===== src/rtl/mem_arbiter.sv =====
// Round-robin arbiter sharing one single-port memory between the sequence
// controller (port 0) and the loader/debug port (port 1).
module mem_arbiter #(
  parameter int AWIDTH      = 5,
  parameter int DWIDTH      = 8,
  parameter int WAIT_CYCLES = 1
) (
  input  logic              clk,
  input  logic              rst,
  input  logic              req0_valid,
  input  logic              req0_wr,
  input  logic [AWIDTH-1:0] req0_addr,
  input  logic [DWIDTH-1:0] req0_wdata,
  output logic              req0_ready,
  output logic              req0_done,
  output logic [DWIDTH-1:0] req0_rdata,
  input  logic              req1_valid,
  input  logic              req1_wr,
  input  logic [AWIDTH-1:0] req1_addr,
  input  logic [DWIDTH-1:0] req1_wdata,
  output logic              req1_ready,
  output logic              req1_done,
  output logic [DWIDTH-1:0] req1_rdata,
  output logic              mem_en,
  output logic              mem_we,
  output logic [AWIDTH-1:0] mem_addr,
  output logic [DWIDTH-1:0] mem_wdata,
  input  logic [DWIDTH-1:0] mem_rdata
);

  typedef enum logic [1:0] {IDLE, ACCESS, DONE} state_e;

  localparam logic [3:0] WAIT_LAST = 4'(WAIT_CYCLES);

  state_e            state_q;
  logic              last_grant_q;
  logic              port_q;
  logic              wr_q;
  logic [3:0]        wait_cnt_q;
  logic [AWIDTH-1:0] addr_q;
  logic [DWIDTH-1:0] wdata_q;
  logic [DWIDTH-1:0] rdata0_q;
  logic [DWIDTH-1:0] rdata1_q;
  logic              done0_q;
  logic              done1_q;
  logic              gnt0_d;
  logic              gnt1_d;

  // Grants only in IDLE; on contention the port that did not win last time goes.
  always_comb begin
    gnt0_d = 1'b0;
    gnt1_d = 1'b0;
    if (!rst && state_q == IDLE) begin
      gnt0_d = req0_valid && (!req1_valid || last_grant_q);
      gnt1_d = req1_valid && (!req0_valid || !last_grant_q);
    end
  end

  assign req0_ready = gnt0_d;
  assign req1_ready = gnt1_d;
  assign req0_done  = done0_q;
  assign req1_done  = done1_q;
  assign req0_rdata = rdata0_q;
  assign req1_rdata = rdata1_q;

  assign mem_en    = (state_q == ACCESS);
  assign mem_we    = mem_en & wr_q;
  assign mem_addr  = mem_en ? addr_q  : '0;
  assign mem_wdata = mem_en ? wdata_q : '0;

  always_ff @(posedge clk) begin
    if (rst) begin
      state_q      <= IDLE;
      last_grant_q <= 1'b1;
      port_q       <= 1'b0;
      wr_q         <= 1'b0;
      wait_cnt_q   <= '0;
      done0_q      <= 1'b0;
      done1_q      <= 1'b0;
      rdata0_q     <= '0;
      rdata1_q     <= '0;
    end else begin
      done0_q <= 1'b0;
      done1_q <= 1'b0;
      case (state_q)
        IDLE: begin
          if (gnt0_d || gnt1_d) begin
            state_q      <= ACCESS;
            port_q       <= gnt1_d;
            last_grant_q <= gnt1_d;
            wait_cnt_q   <= '0;
            wr_q         <= gnt1_d ? req1_wr    : req0_wr;
            addr_q       <= gnt1_d ? req1_addr  : req0_addr;
            wdata_q      <= gnt1_d ? req1_wdata : req0_wdata;
          end
        end
        ACCESS: begin
          wait_cnt_q <= wait_cnt_q + 4'd1;
          if (wait_cnt_q == WAIT_LAST) begin
            state_q <= DONE;
            done0_q <= !port_q;
            done1_q <= port_q;
            // Read data is only guaranteed valid in the final access cycle.
            if (!wr_q) begin
              if (port_q) rdata1_q <= mem_rdata;
              else        rdata0_q <= mem_rdata;
            end
          end
        end
        DONE:    state_q <= IDLE;
        default: state_q <= IDLE;
      endcase
    end
  end

endmodule

===== config.mk =====
export PLATFORM = sky130hd
export DESIGN_NAME = mem_arbiter
export DESIGN_NICKNAME = d
export VERILOG_FILES = /design/src/rtl/mem_arbiter.sv
export SDC_FILE = /design/constraint.sdc
export NUM_CORES = 1
export LEC_CHECK = 0
export CAP_MARGIN = 20
export CELL_PAD_IN_SITES_DETAIL_PLACEMENT = 1
export CELL_PAD_IN_SITES_GLOBAL_PLACEMENT = 2
export CORE_MARGIN = 3
export CORE_UTILIZATION = 27
export CTS_CLUSTER_SIZE = 25
export DETAILED_ROUTE_END_ITERATION = 8
export PLACE_DENSITY = 0.95
export SYNTH_ARGS = -nofsm -noshare
export SYNTH_HDL_FRONTEND = slang
export SYNTH_SLANG_ARGS = --single-unit

===== constraint.sdc =====
create_clock -name clk -period 3.6 [get_ports clk]
set_input_delay 0.72 -clock clk [delete_from_list [all_inputs] [get_ports clk]]
set_output_delay 0.72 -clock clk [all_outputs]
set_load 0.05 [all_outputs]

# Yosys cells after proc, flatten, opt, wreduce, memory -nomap -nowiden
# Index checks and enable logic that the tools add are counted.
[totals]
regBits = 40
in_bits = 40
elab_cells = 54
[op_classes]
mux = 12
add_sub_neg = 1
n_reduce_logical = 20
bitwise = 6
n_eq_ne = 4
[ops]
columns = ["operator", "count"]
rows = [
  ["2-to-1 mux 8 bit", 2],
  ["2-to-1 mux 5 bit", 2],
  ["one-hot mux 4 bit (2 select lines)", 1],
  ["AND reduction 4 bit", 2],
  ["AND reduction 2 bit", 3],
  ["logical NOT 1 bit", 5],
  ["inverter 1 bit", 5],
  ["adder 4 x 1 -> 4 bit, second input constant", 1],
  ["equality test 4 x 1 -> 1 bit, second input constant", 1],
  ["2-to-1 mux 2 bit", 2],
  ["2-to-1 mux 4 bit", 1],
  ["inequality test 2 x 1 -> 1 bit, second input constant", 2],
  ["one-hot mux 2 bit (2 select lines)", 1],
  ["logical AND 1 bit", 3],
  ["logical OR 1 bit", 3],
  ["2-to-1 mux 1 bit", 3],
  ["AND reduction 3 bit", 1],
  ["OR reduction 3 bit", 1],
  ["equality test 2 x 1 -> 1 bit, second input constant", 1],
  ["logical NOT 2 bit", 1],
  ["nonzero test 2 bit", 1],
  ["bitwise AND 1 bit", 1],
]

# Longest topological paths before layout
[logic_depth]
word_depth = 7
mapped_depth = 7

# Worst setup path before layout
# No wires, ideal clock.
[synth_timing]
path_type = "register to output"
start = "register state_q[1]"
end = "output port mem_addr[2]"
n_path_buf = 2
path_stages_with_launch = 6
arrival_time_ns = 1.918
required_time_ns = 2.880
path_slack_ns = 0.962
cell_sequence = "dfxtp_1 > buf_2 > nand2b_1 > inv_1 > clkbuf_1 > and2_1"
[synth_via]
elab_chain_cells = 2
[synth_rtl]
columns = ["item", "line", "rtl"]
rows = [
  ["from (decl)", "35", "state_e state_q;"],
  ["from (signal assigned)", "73", "state_q <= IDLE;"],
  ["from (signal assigned)", "88", "state_q <= ACCESS;"],
  ["from (signal assigned)", "100", "state_q <= DONE;"],
  ["equality test 2 x 1 -> 1 bit", "66", "assign mem_en = (state_q == ACCESS);"],
  ["net mem_en", "24", "output logic mem_en,"],
  ["2-to-1 mux 5 bit", "68", "assign mem_addr = mem_en ? addr_q : '0;"],
  ["to (decl)", "26", "output logic [AWIDTH-1:0] mem_addr,"],
]
# The timed path passes the listed nets, and every way through them passes these cells.

# Worst setup path in the final report
[layout_timing]
start = "register state_q[0]"
end = "output port mem_wdata[1]"
[layout_via]
elab_chain_cells = 2
[layout_rtl]
columns = ["item", "line", "rtl"]
rows = [
  ["equality test 2 x 1 -> 1 bit", "66", ""],
  ["2-to-1 mux 8 bit", "69", "assign mem_wdata = mem_en ? wdata_q : '0;"],
  ["to (decl)", "27", "output logic [DWIDTH-1:0] mem_wdata,"],
]
# Every way passes these cells.

==> results.sh <==
export IMPL_outcome="finished clean"
export IMPL_crit_chain="nand2b_1, inv_1, and2_1, clkdlybuf4s50_1"
export IMPL_routedWlPerCell_um=16.65
export IMPL_comb_power_share_pct=22.3
export IMPL_synth_warnings=0
export IMPL_setup_viol=0
export IMPL_syn_num_nets=217
export IMPL_synth_top_area_share_pct=29.09
export IMPL_drtAntennaViolNets=0
export IMPL_syn_to_final_growth_pct=48.69
export IMPL_dr_pass1_iters=4
export IMPL_crit_path_end_kind="primary output"
export IMPL_grt_use_total_pct=13.68
export IMPL_syn_inst=175
export IMPL_core_area_um2=6495
export IMPL_rrSetupSlack_ns=1.72
export IMPL_slew_limit_headroom_pct=31.05
export IMPL_fin_nets=289
export IMPL_vdd_ir_drop_worst_uv=142.7
export IMPL_pin_count=75
export IMPL_p_leak_nw=0.9814
export IMPL_cts_root_buf="clkbuf_8"
export IMPL_antenna_found_initial=0
export IMPL_finalCritPeriodShare_pct=89.00
export IMPL_worstSetupPathType="reg -> out"
export IMPL_max_freq_mhz=312.1
export IMPL_cts_clk_slew_worst_paths_ns=0.07
export IMPL_grt_setup_unrepaired="false"
export IMPL_die_h_um=88.96
export IMPL_dp_cells=317
export IMPL_vias=1571
export IMPL_fin_crit_ns=3.204
export IMPL_numCtsBuffers=5
export IMPL_gp_congestion=0.7612
export IMPL_drc_errors=0
export IMPL_ys_flop_type="dfxtp_1"
export IMPL_cts_path_max_buffers=2
export IMPL_drt_wl_total_mm=5.410
export IMPL_fin_cells=325
export IMPL_drtIter0Drc=44
export IMPL_layout_drive_gt1_share_pct=12.90
export IMPL_die_x_um=88.96
export IMPL_synth_edff_count=13
export IMPL_htree_levels=2
export IMPL_grt_overflow=0
export IMPL_clock_sinks=40
export IMPL_fin_setup_tns_ns=0
export IMPL_cp_slowest_stage_delay_ns=0.80
export IMPL_grt_pass1_vias=1667
export IMPL_cp_required_ns=2.88
export IMPL_cap_viol_max_count=0
export IMPL_worst_clock_skew_ns=0.001724
export IMPL_ctsHoldBuffers=0
export IMPL_syn_area_um2=1858
export IMPL_cts_setup_buffers=0
export IMPL_power_density_nw_per_um2=376.9
export IMPL_min_from="req0_rdata[3]"
export IMPL_via_per_inst=4.834
export IMPL_grt_max_degree=29
export IMPL_rows=29
export IMPL_portBuffers=74
export IMPL_ys_types=38
export IMPL_yosysSeqAreaShare_pct=50.10
export IMPL_critPathSlowestCell="clkdlybuf4s50_1"
export IMPL_hold_depth=2
export IMPL_yosysTopAreaCell="dfxtp_1"
export IMPL_p_switching_mw=0.2967
export IMPL_n_antenna_cell=0
export IMPL_crit_fanout=18
export IMPL_synth_async_reset_ratio_pct=0
export IMPL_internal_power_mw=0.7446
export IMPL_power_share_switching_pct=28.49
export IMPL_power_clock_fraction_pct=29.4
export IMPL_hold_end="req0_rdata[3]"
export IMPL_cp_start_kind="flip-flop"
export IMPL_fp_dieArea_um2=7913
export IMPL_hold_class="reg -> reg"
export IMPL_syn_avg_cell_area_um2=10.62
export IMPL_slew_viol_final=0
export IMPL_cts_tree="yes"
export IMPL_start_util_pct=28.61
export IMPL_hpwlAfterDp_mm=4.195
export IMPL_clock_latency_ns=0.29
export IMPL_r2r_cells=3
export IMPL_grt_first_pass_wirelength_mm=8.321
export IMPL_ys_seq_elements=40
export IMPL_synth_area_leaders="dfxtp_1, edfxtp_1, mux2_4"
export IMPL_p_seq_share_pct=48.3
export IMPL_tightest_slew_ns=1.020
export IMPL_worstPathArrival_ns=2.48
export IMPL_finalHoldViolCount=0
export IMPL_r2r_end="req1_rdata[5]"
export IMPL_cts_resized=0
export IMPL_reg2reg_from="state_q[0]"
==> sequential cells by signal, indices dropped and copies added (netlist names) <==
register      cells
req0_rdata        8
req1_done         1
wait_cnt_q        4
addr_q            5
wr_q              1
port_q            1
req0_done         1
state_q           2
last_grant_q      1
req1_rdata        8
wdata_q           8
==> how the worst max path moves through the flow <==
stage                    start      endpoint  cells after the start
CTS                 state_q[0]  mem_wdata[1]                      4
global route        state_q[0]  mem_wdata[0]                      4
finish              state_q[0]  mem_wdata[1]                      4
global placement    state_q[0]   mem_addr[0]                      4
floorplan           state_q[1]   mem_addr[2]                      5
detailed placement  state_q[0]  mem_wdata[1]                      4
==> critical path, delay by kind of cell (launching register included) <==
kind	cells	cell delay (ns)
and+or+nand+nor	2	0.44
DFF	1	0.54
buffers and inverters	2	1.20
==> stage by stage <==
| step | setup slack, ns | hold slack [ns] | utilization (%) | power [mW] | area [um^2] |
|---|---|---|---|---|---|
| final | 0.3960 | 0.4842 | 42.54 | 1.041 | 2763 |
| after global routing | 0.1771 | 0.5178 | 42.54 | 1.084 | 2763 |
| after CTS | 0.3875 | 0.4885 | 42.54 | 1.053 | 2763 |
| after detailed placement | 0.7176 | 0.4784 | 41.11 | 0.7470 | 2670 |
| after global placement | 0.7567 | 0.4624 | 41.11 | 0.7396 | 2670 |
| after floorplan | 0.9617 | 0.4500 | - | 0.6459 | 1858 |
==> metal layers <==
layer  vias to the layer above  GRT usage [%]  routed length [um]
met3                         6          2.488                 130
met5                         -              0                   0
met1                       760          16.37                2186
met4                         0          4.601                  79
met2                        27          24.63                3013
li1                        778              -                   -
==> power by group through the flow <==
stage	combinational, mW	clock [mW]	sequential [mW]
floorplan	0.131	0	0.515
global route	0.248	0.330	0.506
CTS	0.234	0.315	0.503
global placement	0.228	0	0.512
finish	0.232	0.306	0.503
detailed placement	0.233	0	0.513
==> cell type report <==
cell class | instances | area, um^2
tap | 77 | 96.34
sequential | 40 | 930.9
timing repair buffer | 76 | 775.7
multi-input combinational | 119 | 848.3
clock buffer | 6 | 82.58
clock inverter | 2 | 10.01
fill | 720 | 3732
inverter | 5 | 18.77
==> cell families after synthesis <==
| family | share of synthesized area (%) |
|---|---|
| fa+ha+maj | 1.347 |
| buf+inv | 4.242 |
| flops | 50.10 |
| mux | 9.495 |
| xor+xnor | 0.4715 |
| compound gates | 13.13 |
| simple gates | 21.21 |
==> Yosys cell counts, types with 2 or more instances <==
cell and number:
and2_1 15, buf_6 2, a21oi_1 18, edfxtp_1 13, nand3_1 18, nand2_1 2
clkbuf_1 6, buf_2 3, ha_1 2, dfxtp_1 27, mux2_2 5, o21ai_1 8
inv_1 5, nor2_1 2, o21ai_0 11, mux2_4 8, a311oi_1 2, nand2b_1 5
or3_1 2, nor3_1 3
==> layout by cell type, fill, tap and decap left out, types with 2 or more instances in the layout <==
| cell type | n |
|---|---|
| nor2_1 | 2 |
| clkdlybuf4s50_1 | 72 |
| o21ai_1 | 8 |
| mux2_2 | 5 |
| ha_1 | 2 |
| buf_12 | 2 |
| edfxtp_1 | 13 |
| a21oi_1 | 18 |
| nand2_1 | 2 |
| nor3_1 | 3 |
| inv_1 | 5 |
| clkbuf_8 | 6 |
| o21ai_0 | 11 |
| a311oi_1 | 2 |
| buf_4 | 2 |
| dfxtp_1 | 27 |
| and2_1 | 15 |
| clkinv_2 | 2 |
| nand3_1 | 18 |
| or3_1 | 2 |
| mux2_4 | 8 |
| nand2b_1 | 5 |
(Power assumes the default switching activity.)
